**src/rtl/spmv_pkg.sv**
```systemverilog
// Shared definitions for the SpMV CSR loader: widths, FSM encoding and bank select.
package spmv_pkg;

  localparam int SPMV_DATA_W = 16;
  localparam int SPMV_LINE_W = 256;
  localparam int SPMV_ADDR_W = 5;
  localparam int SPMV_WORDS  = SPMV_LINE_W / SPMV_DATA_W;
  localparam int SRAM_DEPTH  = 32;
  localparam int LCNT_W      = 6;

  typedef enum logic [1:0] {
    ST_IDLE  = 2'd0,
    ST_FILL  = 2'd1,
    ST_WRITE = 2'd2,
    ST_DONE  = 2'd3
  } state_e;

  localparam logic BANK_A = 1'b0;
  localparam logic BANK_B = 1'b1;

  // A job must write at least one line and no more than one full bank.
  function automatic logic num_lines_ok(input logic [LCNT_W-1:0] n);
    return (n != '0) && (n <= LCNT_W'(SRAM_DEPTH));
  endfunction

endpackage

```
**src/rtl/spmv_line_packer.sv**
```systemverilog
// Line packer: collects DATA_W-bit words into one LINE_W-bit line, word 0 in the LSBs.
module spmv_line_packer
  import spmv_pkg::*;
#(
  parameter int DATA_W = SPMV_DATA_W,
  parameter int LINE_W = SPMV_LINE_W
) (
  input  logic              i_clk,
  input  logic              i_rstn,
  input  logic              clr,
  input  logic              accept,
  input  logic [DATA_W-1:0] data,
  output logic [LINE_W-1:0] line,
  output logic              full
);

  localparam int WORDS  = LINE_W / DATA_W;
  localparam int WCNT_W = $clog2(WORDS);

  logic [WCNT_W-1:0] wcnt;

  assign full = accept && (wcnt == WCNT_W'(WORDS - 1));

  // Store each accepted word at its slot; clear restarts an empty line.
  // NOTE: the buffer is a flop array, not a RAM, so it is reset; a partial
  // line from an aborted job must never leak into a later write.
  // NOTE: sequential state uses non-blocking assignments so every flop
  // samples pre-edge values regardless of block ordering.
  always_ff @(posedge i_clk or negedge i_rstn) begin
    if (!i_rstn) begin
      line <= '0;
      wcnt <= '0;
    end else if (clr) begin
      line <= '0;
      wcnt <= '0;
    end else if (accept) begin
      line[wcnt*DATA_W +: DATA_W] <= data;
      wcnt <= wcnt + 1'b1;
    end
  end

endmodule

```
**src/rtl/spmv_csr_loader.sv**
```systemverilog
// SpMV CSR loader: packs a host word stream into SRAM lines for bank A or B.
// Optional feature macro: SPMV_LOADER_PAD_EN (adds i_s_last, zero-pads a short final line).
module spmv_csr_loader
  import spmv_pkg::*;
#(
  parameter int DATA_W = SPMV_DATA_W,
  parameter int LINE_W = SPMV_LINE_W,
  parameter int ADDR_W = SPMV_ADDR_W
) (
  input  logic              i_clk,
  input  logic              i_rstn,
  input  logic              i_start,
  input  logic              i_bank,
  input  logic [ADDR_W-1:0] i_base_addr,
  input  logic [LCNT_W-1:0] i_num_lines,
  input  logic              i_s_valid,
  input  logic [DATA_W-1:0] i_s_data,
`ifdef SPMV_LOADER_PAD_EN
  input  logic              i_s_last,
`endif
  output logic              o_s_ready,
  output logic              o_wr_en_A,
  output logic              o_wr_en_B,
  output logic [ADDR_W-1:0] o_address_A,
  output logic [ADDR_W-1:0] o_address_B,
  output logic [LINE_W-1:0] o_write_data,
  output logic [1:0]        o_state,
  output logic              o_busy,
  output logic              o_err,
  output logic              o_done
);

  state_e              state;
  logic                bank_q;
  logic [ADDR_W-1:0]   base_q;
  logic [LCNT_W-1:0]   num_lines_q;
  logic [LCNT_W-1:0]   lcnt;
  logic                err_q;
  logic                last_q;

  logic                accept;
  logic                clr;
  logic                full;
  logic                last_acc;
  logic [LINE_W-1:0]   line;
  logic [ADDR_W-1:0]   wr_addr;

  // Ready is a pure state decode so there is no path from i_s_valid.
  assign accept  = i_s_valid && (state == ST_FILL);
  assign clr     = (state == ST_WRITE) || ((state == ST_IDLE) && i_start);
  assign wr_addr = base_q + lcnt[ADDR_W-1:0];

`ifdef SPMV_LOADER_PAD_EN
  assign last_acc = accept && i_s_last;
`else
  assign last_acc = 1'b0;
`endif

  spmv_line_packer #(
    .DATA_W (DATA_W),
    .LINE_W (LINE_W)
  ) u_packer (
    .i_clk  (i_clk),
    .i_rstn (i_rstn),
    .clr    (clr),
    .accept (accept),
    .data   (i_s_data),
    .line   (line),
    .full   (full)
  );

  // Job sequencer: latch job, fill lines, write each one, then pulse done.
  always_ff @(posedge i_clk or negedge i_rstn) begin
    if (!i_rstn) begin
      state       <= ST_IDLE;
      bank_q      <= BANK_A;
      base_q      <= '0;
      num_lines_q <= '0;
      lcnt        <= '0;
      err_q       <= 1'b0;
      last_q      <= 1'b0;
    end else begin
      case (state)
        ST_IDLE: begin
          if (i_start) begin
            bank_q      <= i_bank;
            base_q      <= i_base_addr;
            num_lines_q <= i_num_lines;
            lcnt        <= '0;
            last_q      <= 1'b0;
            if (num_lines_ok(i_num_lines)) begin
              err_q <= 1'b0;
              state <= ST_FILL;
            end else begin
              err_q <= 1'b1;
              state <= ST_DONE;
            end
          end
        end
        ST_FILL: begin
          if (full || last_acc) begin
            last_q <= last_acc;
            state  <= ST_WRITE;
          end
        end
        ST_WRITE: begin
          lcnt <= lcnt + 1'b1;
          if ((lcnt == num_lines_q - 1'b1) || last_q) state <= ST_DONE;
          else                                        state <= ST_FILL;
        end
        ST_DONE: state <= ST_IDLE;
        default: state <= ST_IDLE;
      endcase
    end
  end

  // Output decode from the state register; only the selected bank is driven.
  // NOTE: every output gets a default first so no path infers a latch.
  always_comb begin
    o_wr_en_A    = 1'b0;
    o_wr_en_B    = 1'b0;
    o_address_A  = '0;
    o_address_B  = '0;
    o_write_data = '0;
    if (state == ST_WRITE) begin
      o_write_data = line;
      if (bank_q == BANK_A) begin
        o_wr_en_A   = 1'b1;
        o_address_A = wr_addr;
      end else begin
        o_wr_en_B   = 1'b1;
        o_address_B = wr_addr;
      end
    end
  end

  assign o_s_ready = (state == ST_FILL);
  assign o_state   = state;
  assign o_busy    = (state != ST_IDLE);
  assign o_done    = (state == ST_DONE);
  assign o_err     = (state == ST_DONE) && err_q;

endmodule

```
**config.mk**
```make
export PLATFORM = sky130hd
export DESIGN_NAME = spmv_csr_loader
export DESIGN_NICKNAME = d
export VERILOG_FILES = /design/src/rtl/spmv_pkg.sv /design/src/rtl/spmv_line_packer.sv /design/src/rtl/spmv_csr_loader.sv
export SDC_FILE = /design/constraint.sdc
export NUM_CORES = 1
export LEC_CHECK = 0
export BUFFER_PORTS_ARGS = -buffer_cell sky130_fd_sc_hd__buf_4
export CAP_MARGIN = 0
export CORE_UTILIZATION = 44
export CTS_CLUSTER_DIAMETER = 60
export CTS_CLUSTER_SIZE = 16
export DETAILED_ROUTE_END_ITERATION = 8
export MAX_ROUTING_LAYER = met4
export PLACE_DENSITY = 0.81
export SYNTH_ARGS = -nofsm -noshare
export SYNTH_HDL_FRONTEND = slang
export SYNTH_SLANG_ARGS = --single-unit
```
**constraint.sdc**
```tcl
create_clock -name i_clk -period 2.15 [get_ports i_clk]
set_clock_uncertainty 0.1 [all_clocks]
set_input_delay 0.1075 -clock i_clk [delete_from_list [all_inputs] [get_ports i_clk]]
set_output_delay 0.1075 -clock i_clk [all_outputs]
set_load 0.01 [all_outputs]
```
==> summary.md <==
| Metric | Value |
|---|---|
| Antenna-violating nets left | 0 |
| Final core occ | 68.7% |
| Wire per inst | around 24 um |
| Synthesis-to-finish area growth | 52.5% |
| Rows | between 60 and 70 |
| Largest family of logic cells by synthesized area | simple AND/OR/NAND/NOR gates |
| Count leader, synth | dfrtp_1 |
| Core Region | approximately 30,000 sq um |
| Detailed Route WL | 53.1 mm |
| Synth area leader | dfrtp_1 |
| Max VDD drop | approximately 0.53 mV |
| Primary FF master, synth | dfrtp_1 |
| Clk buf depth | 3 |
| Critical path's largest stage delay | approximately 0.39 ns |
| Fin. max-slew vios | 0 |
| Critical Path End Type | primary output |
| Chip Height | between 150 and 200 um |
| Crit path cell chain | ha_2 -> fa_2 -> a21o_1 -> a21oi_2 -> xnor2_2 -> nor3_2 -> buf_4 |
| Share of layout cells above drive strength 1 | between 40 and 50% |
| Worst Hold Class | primary input to async pin |
| Failing checks | negative setup slack |
| Grt ovf | 0 |
| Via count of the routed design | approximately 13,000 |
| Final nets | between 1,500 and 2,000 |
| Final GP Congestion | 0.916 |
| Final setup violation count | 140 |
| Measured slew at the worst slew-check pin | 0.561 ns |
| Fmax | ~0.4 GHz |
| CP max stage cell | dfrtp_1 |
| Synth Warn # | 0 |
| #FFs+latches synth | roughly 280 |
| Top post-synthesis cells by area | dfrtp_1, and2_1, o21ai_0 |
| Pre-antenna DRT Iters | 6 |
| Outcome | complete, but fails checks |
| Post-synthesis simple-gate area fraction | between 20% and 30% |
| Initial Util | a little under half |
| Clock Sinks | roughly 280 |
| Mux share of post-synthesis cell area | less than 1% |
| Filler cells | between 1,500 and 2,000 |
| CTS tree | done |
| Sequential fraction of the synthesis area | 52.4% |
| Final period util | 115% |
| Total design power | ~17 mW |
| First-pass GRT wire length | just under 70 mm |
| Post-Synth Adder-Cell Area | between 1 and 1.5% |
| EDFF count, synth | 0 |
| Die area | 31,200 sq um |
| Die span in x | ~180 um |
| # DRC | 0 |
| Io pins | just over 300 |
| Synthesized cell area | between 10,000 and 15,000 sq um |
| Vias/cell | between 6 and 7 |
| Buf/Inv on CP | 1 |
| Inst Count DP | 2,013 |
| Worst-path clk slew | ~0.070 ns |
| CP required | between 1.5 and 2 ns |
| Largest net degree at the start of global routing | 97 |
| Worst Slack Setup Final | -0.312 ns |
| CP Max Fanout | 2 |
| Synth Area in Compound Gates | 14.0% |
| Non-filler cells in the finished layout | 2,168 |
| Power Dens Cells | ~850 nW/um^2 |
| Critical Path AT | ~2.3 ns |
| Syn_area_per_cell | between 9 and 10 sq um |
| Yosys cell types | between 50 and 60 |
| Synth top cells by count | dfrtp_1, and2_1, o21ai_0 |
| Critical path's top delay family | adder cells |
| Final min period | 2.46 ns |
| Yosys top cell area share | roughly 52% |
| Worst rel slew slack | 62.6% |
| Num CTS Buffers | 23 |
| P_leak | about 9.6 nW |
| Initial antenna violation count | 0 |
| DRT iter0 DRCs | between 1,000 and 1,500 |
| Detailed-placement wirelength estimate | around 27 mm |
| Clk_lat worst skew | 0.52 ns |
| Synth async-reset ratio | 100% |
| Post-Synth XOR/XNOR Area | approximately 1.5% |
| Max capacitance violation total | 0 |
| CP startpoint kind | flop |
| RSZ-0062 raised after global routing | true |
| Critical path class | flop to primary output |
| Final hold vios | 0 |
| Vias in the first global route | 11,700 |
| Place WS | -0.153 ns |
| H-tree depth | 1 |
| Syn Inst Count | about 1,400 |
| Mapped Nets | between 1,000 and 1,500 |
| Port Buffers | approximately 300 |
| Antenna Cells | 0 |
| Clk root buf | clkbuf_16 |
| Tot GR Track Use | around 30% |
layer usage:
| metal | track usage, % | vias to the layer above | part of all wire (%) |
|---|---|---|---|
| li1 | - | 5473 | - |
| met1 | 37.7 | 6427 | 37 |
| met2 | 48.5 | 919 | 48 |
| met3 | 4.03 | 229 | 8.7 |
| met4 | 12.2 | 0 | 6.0 |
| met5 | - | - | 0 |
power by group:
part | internal [mW] | switching [mW] | total, mW
clock | 2.22 | 1.97 | 4.19
combinational | 3.21 | 4.12 | 7.33
sequential | 5.60 | 0.297 | 5.89
total | 11.0 | 6.39 | 17.4
worst paths after layout:
| kind | endpoint | cells after the start | startpoint | slack, ns |
|---|---|---|---|---|
| min in group i_clk | bank_q | 3 | i_bank | 0.27 |
| setup reg to reg | u_packer.line[242] | 8 | o_state[1] | -0.14 |
| hold / removal | num_lines_q[4] | 2 | i_rstn | 0.02 |
| hold reg to reg | u_packer.line[249] | 1 | u_packer.line[249] | 0.39 |
| max in group asynchronous | u_packer.line[173] | 3 | i_rstn | 1.14 |
| setup / recovery | o_address_A[4] | 7 | base_q[0] | -0.31 |
flip-flops by register name (all words and copies together) (netlist names):
signal / flops
u_packer.line: 256
lcnt: 6
num_lines_q: 6
base_q: 5
u_packer.wcnt: 4
o_state: 2
bank_q: 1
err_q: 1
cell families after synthesis:
family                     after synthesis
and+or+nand+nor                        616
AOI/OAI and AO/OA                      290
DFF                                    281
buffers and inverters                  151
xor gates and xnor gates                18
adders and majority gates               12
muxes                                   11
timing repair:
item | CTS | global route
resized for setup | 186 | 322
hold endpoints to repair | 498 | 0
setup buffers | 27 | 32
setup endpoints to repair | 366 | 462
pin swaps | 61 | 78
gates cloned | 14 | 30
hold buffers | 31 | 0
through the flow:
step	hold slack [ns]	cell area, sq um	setup TNS (ns)
after floorplan	-0.288	13600	-0.180
after global placement	-0.0234	16500	-1.41
after detailed placement	-0.0175	16500	-5.51
after CTS	0.0238	18700	-7.72
after global routing	0.0634	20500	-17.89
final	0.0208	20500	-6.48
cells in the final DEF (no fill, tap or decap), types with 5 or more instances in the layout:
cell type / instances
a21oi_1: 11
a22o_1: 45
a32o_1: 28
and2_1: 124
and2_4: 135
buf_12: 32
buf_16: 11
buf_4: 219
buf_6: 166
buf_8: 8
clkbuf_16: 49
dfrtp_1: 279
dlygate4sd3_1: 31
ha_1: 5
inv_1: 22
mux2_2: 10
nand2_1: 118
nand2_2: 20
nand3_1: 132
nand3_2: 13
nand3_4: 5
nand4_1: 10
nor2_1: 9
nor2_2: 6
nor3_4: 5
o21ai_0: 110
o21ai_1: 56
o21ai_2: 19
xnor2_1: 10
worst register-to-register path: cells and delay by family (launching register included):
kind / cells / cell delay (ns)
flops: 1 / 0.39
simple gates: 2 / 0.30
buf+inv: 4 / 0.61
compound gates: 2 / 0.73
final cells by class:
cell class / count / area, sq um / share of cell area, %
clock inverter: 7 / 98.8 / 0.483
multi-input combinational: 947 / 6600 / 32.3
timing repair buffer: 493 / 5540 / 27.1
sequential: 281 / 7030 / 34.4
tap: 390 / 488 / 2.39
inverter: 25 / 104 / 0.508
clock buffer: 25 / 593 / 2.90
No activity file was read; power rests on OpenSTA's default activity.
